--- src/rtl/demux_4_stream.sv ---
// demux_4_stream: registered 1-to-4 stream demultiplexer with valid/ready handshake.
//
// Each accepted input word is held in a single-entry register and presented on one of
// four output channels. The channel is in_sel, or an internal round-robin pointer when
// RR_MODE=1. One word per cycle is possible: a delivery and a new accept may happen on
// the same edge. Each channel has a wrapping count of the words delivered on it.
//
// Ports:
//   clk        clock, all state on rising edge
//   rst_n      asynchronous active-low reset
//   in_data    input word
//   in_sel     destination channel (ignored when RR_MODE=1)
//   in_valid   input word present
//   in_ready   block can accept a word this cycle
//   out_data   channel k on [k*WIDTH +: WIDTH]; non-destination lanes drive 0
//   out_valid  one-hot (or zero) valid per channel
//   out_ready  per-channel consumer ready
//   cnt_flat   delivered-word count per channel, k on [k*CNT_W +: CNT_W]
module demux_4_stream #(
    parameter int unsigned WIDTH   = 4,
    parameter bit          RR_MODE = 1'b0,
    parameter int unsigned CNT_W   = 8
) (
    input  logic               clk,
    input  logic               rst_n,
    input  logic [WIDTH-1:0]   in_data,
    input  logic [1:0]         in_sel,
    input  logic               in_valid,
    output logic               in_ready,
    output logic [4*WIDTH-1:0] out_data,
    output logic [3:0]         out_valid,
    input  logic [3:0]         out_ready,
    output logic [4*CNT_W-1:0] cnt_flat
);

    typedef enum logic {StEmpty, StFull} state_e;

    state_e             state_q, state_d;
    logic [WIDTH-1:0]   hold_q, hold_d;
    logic [1:0]         dest_q, dest_d;
    logic [1:0]         rr_ptr_q, rr_ptr_d;
    logic [CNT_W-1:0]   cnt_q [4];
    logic [CNT_W-1:0]   cnt_d [4];

    logic               accept;
    logic               deliver;
    logic [1:0]         sel_eff;

    assign sel_eff  = RR_MODE ? rr_ptr_q : in_sel;
    // Only the destination channel's ready matters; the others are ignored.
    assign deliver  = (state_q == StFull) && out_ready[dest_q];
    assign in_ready = (state_q == StEmpty) || out_ready[dest_q];
    assign accept   = in_valid && in_ready;

    always_comb begin
        state_d  = state_q;
        hold_d   = hold_q;
        dest_d   = dest_q;
        rr_ptr_d = rr_ptr_q;
        unique case (state_q)
            StEmpty: begin
                if (accept) begin
                    state_d = StFull;
                end
            end
            StFull: begin
                if (deliver && !accept) begin
                    state_d = StEmpty;
                end
            end
            default: state_d = StEmpty;
        endcase
        if (accept) begin
            hold_d   = in_data;
            dest_d   = sel_eff;
            rr_ptr_d = rr_ptr_q + 2'd1;
        end
    end

    always_comb begin
        for (int k = 0; k < 4; k++) begin
            cnt_d[k] = cnt_q[k];
            if (deliver && (dest_q == 2'(k))) begin
                cnt_d[k] = cnt_q[k] + 1'b1;
            end
        end
    end

    always_ff @(posedge clk or negedge rst_n) begin
        if (!rst_n) begin
            state_q  <= StEmpty;
            hold_q   <= '0;
            dest_q   <= '0;
            rr_ptr_q <= '0;
            for (int k = 0; k < 4; k++) begin
                cnt_q[k] <= '0;
            end
        end else begin
            state_q  <= state_d;
            hold_q   <= hold_d;
            dest_q   <= dest_d;
            rr_ptr_q <= rr_ptr_d;
            for (int k = 0; k < 4; k++) begin
                cnt_q[k] <= cnt_d[k];
            end
        end
    end

    // Outputs decode registered state only, so no in_data -> out_data path exists.
    always_comb begin
        out_valid = '0;
        out_data  = '0;
        cnt_flat  = '0;
        for (int k = 0; k < 4; k++) begin
            if ((state_q == StFull) && (dest_q == 2'(k))) begin
                out_valid[k]                = 1'b1;
                out_data[k*WIDTH +: WIDTH]  = hold_q;
            end
            cnt_flat[k*CNT_W +: CNT_W] = cnt_q[k];
        end
    end

endmodule

--- config.mk ---
export PLATFORM = sky130hd
export DESIGN_NAME = demux_4_stream
export DESIGN_NICKNAME = d
export VERILOG_FILES = /design/src/rtl/demux_4_stream.sv
export SDC_FILE = /design/constraint.sdc
export NUM_CORES = 1
export LEC_CHECK = 0
export BUFFER_PORTS_ARGS = -buffer_cell sky130_fd_sc_hd__clkbuf_2
export CAP_MARGIN = 20
export CORE_MARGIN = 3
export CORE_UTILIZATION = 50
export CTS_BUF_LIST = sky130_fd_sc_hd__clkbuf_16
export CTS_CLUSTER_SIZE = 8
export DETAILED_ROUTE_END_ITERATION = 7
export PLACE_DENSITY = 0.79
export SLEW_MARGIN = 25
export SYNTH_ARGS = -nofsm -noshare
export SYNTH_HDL_FRONTEND = slang
export SYNTH_SLANG_ARGS = --single-unit
--- constraint.sdc ---
create_clock -name clk -period 2 [get_ports clk]
set_clock_uncertainty 0.15 [all_clocks]
set_input_delay 0.1 -clock clk [delete_from_list [all_inputs] [get_ports clk]]
set_output_delay 0.1 -clock clk [all_outputs]
set_load 0.03 [all_outputs]
==> metrics.txt, run 1 <==
outcome=finished clean; Clock Tree Buf Depth=2; vias in the first global route=1474; Residual DRC=0; dpl ws=0.264 ns; die width=69 um; CTS clk-pin slew, worst paths=0.06 ns; Cell Pwr Density=1310 nW/um^2; R2R setup slack=0.24 ns; Hold Vio Cnt, Final=0; hold_ws=0.00812 ns; RSZ-0062 raised after global routing=false; growth of design area from synthesis to finish=29.4%; Warnings, synthesis=0; crit path capture=out_data[10]; Pre-Repair DR Iteration Count=4; final wirelength=4060 um; Sequential cell area=978 um^2; Non-Filler Instances=297; total die area=4760 um^2; drt first-iter violations=70; Final Max Slew Viols=0; Layout Utilization=0.686; peak supply drop=0.775 mV; syn avg cell area=11.6 um^2; CP arrival=1.59 ns; Final period util=0.918; Netlist cell types=31; DIE HEIGHT=69 um; FP Rows=22; largest net degree at the start of global routing=28; Critical Path Fanout Max=11; Max-slew headroom=0.560; Reg power frac=0.382; MaxCap Viol Count=0; Congestion Overflow GR=0; via/cell ratio=5.06; Setup violations, final=0; highest clock rate=545 MHz; WL/cell=13.7 um; clock root cell=clkbuf_16; CTS sink count=39; Mapped Area=1980 um^2; Final WS setup=0.164 ns; Initial Utilization=0.530; crit path kind=reg2out; Setup TNS=0 ns; n_diodes=0; Sw Share=0.427; hold crit path type=in2reg; Placed Cells=282; Worst path slowest cell=dfrtp_2; Mapped Cells=171; fillers=299; core area=3740 um^2; internal power=1.93 mW; leak pwr=1.32 nW; Setup Buffers After CTS=0; DP Area=2360 um^2; syn nets=188; clock share of power=0.219; io pins=66; CTS tree=yes; first-pass GRT wire length=7050 um; share of Yosys cell area claimed by the top area cell type=0.492; worst path required time=1.75 ns; initial antenna violation count=0; Seq cells post-synth=39; layout cells sized above 1=0.369; final cell area excluding filler cells=2570 um^2; Worst Reg2Reg Path Length in Cells=3; Layout Nets=265; sequential fraction of the synthesis area=0.492; Post-DRT Antenna Nets=0; reg2reg end=cnt_flat[17]; min Tclk post-route=1.84 ns; max incr delay on CP=0.49 ns; worst slew pin tran=0.660 ns; Combinational Power Share=0.400; Worst setup startpoint=state_q; Final HPWL DP=3000 um; H-tree depth=2; GRT Overall Usage=0.183; leading area contributor after synthesis=dfrtp_1; Power, Total=3.37 mW; CTS buffer count=5; r2r startpoint=dest_q[0]; critical path cell sequence=nand2_1, nor2_1, and2_1, clkbuf_2; via count=1503; Switch Pwr=1.44 mW; startpoint types=register; PortBufs=65; clk_lat worst skew=0.28 ns; critical path endpoint category=primary output; GPL Wtd Cong=0.810; footprint of the multi-input gates=963 um^2; largest cells by area after synthesis=dfrtp_1 49%, xnor2_1 8.4%, mux2_4 4.5%, nand2_1 4.2%, and2_1 4.1%
power by group through the flow:
stage	clock network, mW	logic [mW]	registers, mW
floorplan	0	0.761	1.49
global placement	0	1.32	1.28
detailed placement	0	1.34	1.29
CTS	0.754	1.36	1.28
global route	0.794	1.44	1.33
finish	0.737	1.35	1.29
flip-flops by register name, summed over array words and instances (netlist names):
| signal | count |
|---|---|
| state_q | 1 |
| cnt_flat | 32 |
| hold_q | 4 |
| dest_q | 2 |
cells in the final DEF, fill, tap and decap left out, types with 2 or more instances in the layout:
cell,count
nand2b_1,3
o211ai_1,2
and4b_1,2
dfrtp_2,2
nand2_1,22
nor4_2,2
and3_1,7
nand4_1,11
buf_4,3
nor3_1,6
inv_1,5
xnor2_1,19
dlygate4sd3_1,7
nand3_1,3
mux2_2,2
clkbuf_2,65
ha_1,4
dfrtp_1,37
nor2_1,2
clkbuf_16,5
xor2_1,9
and2_1,13
mux2_4,6
worst min path at each step:
stage	start	to	slack (ns)	cells past startpoint
finish	in_sel[1]	dest_q[1]	0.008	3
global route	in_sel[1]	dest_q[1]	0.05	3
CTS	in_sel[1]	dest_q[1]	0.004	3
detailed placement	rst_n	cnt_flat[22]	0.01	1
global placement	rst_n	cnt_flat[13]	0.006	1
floorplan	rst_n	cnt_flat[0]	-0.35	0
repair_timing:
action,4_1_cts,5_1_grt
endpoints found under the setup margin,0,9
hold buffers,7,0
gates resized for setup,0,3
endpoints found under the hold margin,31,0
worst max-delay path: cells and delay by family, from the launching register on:
kind / cells / cell delay (ns)
flops: 1 / 0.49
buf+inv: 1 / 0.20
simple gates: 3 / 0.61
routing by layer:
layer / up-vias / track usage / share of wire
met1: 707 / 0.242 / 0.45
li1: 746 / - / -
met2: 43 / 0.292 / 0.48
met5: - / 0 / 0
met4: 0 / 0.0586 / 0.015
met3: 7 / 0.0481 / 0.057
cells in the mapped netlist (all sizes together):
cell / count
a32o: 1
and2: 13
and3: 7
and4: 1
and4b: 2
and4bb: 1
buf: 5
dfrtp: 39
ha: 4
inv: 3
mux2: 8
nand2: 22
nand2b: 3
nand3: 3
nand4: 12
nand4b: 1
nand4bb: 1
nor2: 3
nor3: 6
nor4: 3
o211ai: 2
o21ai: 1
o221ai: 1
o22a: 1
xnor2: 19
xor2: 9
cells by family (layout without fill, tap and decap cells):
group           count (synthesis)  after routing  share of synthesized area
mux                             8              8                     0.0567
compound gates                  6              6                     0.0328
flops                          39             39                      0.492
fa+ha+maj                       4              4                     0.0252
buf+inv                         8             86                     0.0240
simple gates                   78             78                      0.246
xor+xnor                       28             28                      0.124
final cells by class:
cell class | count | share of cell area
clock inverter | 3 | 0.00487
multi-input combinational | 124 | 0.375
inverter | 3 | 0.00438
sequential | 39 | 0.381
tap | 48 | 0.0234
clock buffer | 5 | 0.0487
timing repair buffer | 75 | 0.163
No activity file was read; power rests on OpenSTA's default activity.
==> run 2: changes to the inputs <==
Settings changed: CORE_UTILIZATION 50 to 45, CTS_BUF_LIST sky130_fd_sc_hd__clkbuf_16 to not set, PLACE_DENSITY 0.79 to 0.75.
Clock period 2 ns to 1.6 ns, I/O delays scaled along.
==> metrics.txt, run 2 (same netlist as run 1, synthesis figures left out) <==
outcome=complete, but fails checks; violated checks=setup timing; Max-slew headroom=0.734; final wirelength=4570 um; worst slew pin tran=0.399 ns; die width=72.4 um; H-tree depth=2; largest net degree at the start of global routing=18; Non-Filler Instances=312; RSZ-0062 raised after global routing=true; initial antenna violation count=0; Hold Vio Cnt, Final=0; Pre-Repair DR Iteration Count=4; PortBufs=65; core area=4120 um^2; leak pwr=1.44 nW; clk_lat worst skew=0.28 ns; Final HPWL DP=3130 um; Power, Total=4.65 mW; Placed Cells=291; peak supply drop=0.950 mV; Setup violations, final=9; Setup TNS=-0.344 ns; CTS buffer count=5; MaxCap Viol Count=0; Final WS setup=-0.0799 ns; dpl ws=-0.0304 ns; Clock Tree Buf Depth=2; min Tclk post-route=1.68 ns; hold crit path type=in2reg; CTS sink count=39; Congestion Overflow GR=0; drt first-iter violations=52; flip-flop count of the largest register after layout=32; Residual DRC=0; DIE HEIGHT=72.4 um; Final period util=1.05; clock root cell=clkbuf_8; io pins=66; DP Area=2410 um^2; startpoint types=register; growth of design area from synthesis to finish=45.4%; via count=1599; commonest non-fill, non-tap cells in the layout=47 x clkbuf_2, 37 x dfrtp_1, 21 x nand2_1, 19 x xnor2_1, 14 x buf_6; highest clock rate=595 MHz; layout cells sized above 1=0.466; final cell area excluding filler cells=2890 um^2; Cell Pwr Density=1610 nW/um^2; commonest non-fill, non-tap cell in the layout=clkbuf_2; crit path kind=reg2out; total die area=5240 um^2; critical path endpoint category=primary output; first-pass GRT wire length=7780 um; Layout Nets=278; WL/cell=14.7 um; GRT Overall Usage=0.188; GPL Wtd Cong=0.798; vias in the first global route=1678; FP Rows=23; CP arrival=1.45 ns; Post-DRT Antenna Nets=0; via/cell ratio=5.13; Critical Path Fanout Max=4; n_diodes=0; Final Max Slew Viols=0; CTS clk-pin slew, worst paths=0.07 ns; Initial Utilization=0.482; worst path required time=1.37 ns; CTS tree=yes
run 2: through the flow:
step | hold slack, ns | utilization
after floorplan | -0.366 | -
after global placement | -0.124 | 0.586
after detailed placement | -0.119 | 0.586
after CTS | 0.0181 | 0.660
after global routing | 0.0433 | 0.701
final | 0.0243 | 0.701
run 2: per-layer routing:
metal,vias to the layer above,part of all wire,track usage
met4,0,0.0070,0.0471
met1,751,0.42,0.239
met2,65,0.49,0.313
met5,-,0,0
li1,777,-,-
met3,6,0.084,0.0554
run 2: repair_timing:
| action | in CTS | in global routing |
|---|---|---|
| endpoints found under the hold margin | 47 | 0 |
| setup endpoints to repair | 24 | 37 |
| hold buffers | 9 | 0 |
| buffers inserted | 1 | 3 |
| resized for setup | 24 | 54 |
| pin swaps | 2 | 6 |
run 2: path summary, 6_finish.rpt:
path                               from           end  slack (ns)  cells after the start
max                           dest_q[0]      in_ready       -0.08                      3
min                        out_ready[1]   cnt_flat[8]        0.02                      3
max reg2reg                   dest_q[0]     dest_q[0]       -0.06                      4
min reg2reg                cnt_flat[23]  cnt_flat[23]        0.32                      1
max in group asynchronous         rst_n  cnt_flat[12]        0.69                      3
min in group asynchronous         rst_n   cnt_flat[5]        0.11                      2
run 2: power breakdown:
part / internal [mW] / leakage, nW / switching [mW] / total [mW]
Combinational: 0.880 / 0.873 / 1.23 / 2.10
Clock: 0.623 / 0.0654 / 0.329 / 0.953
Sequential: 1.23 / 0.500 / 0.356 / 1.59
Total: 2.73 / 1.44 / 1.91 / 4.65
run 2: cell type report:
cell class,instances,area (um^2)
clock buffer,6,72.6
clock inverter,2,60.1
inverter,3,11.3
multi-input combinational,124,1070
timing repair buffer,88,626
sequential,39,978
fill,305,1230
tap,50,62.6
run 2: worst max-delay path, cell delays in order, from the launching register on:
cell	delay (ns)
dfrtp_2	0.45
mux2_4	0.34
o22a_4	0.24
buf_8	0.13
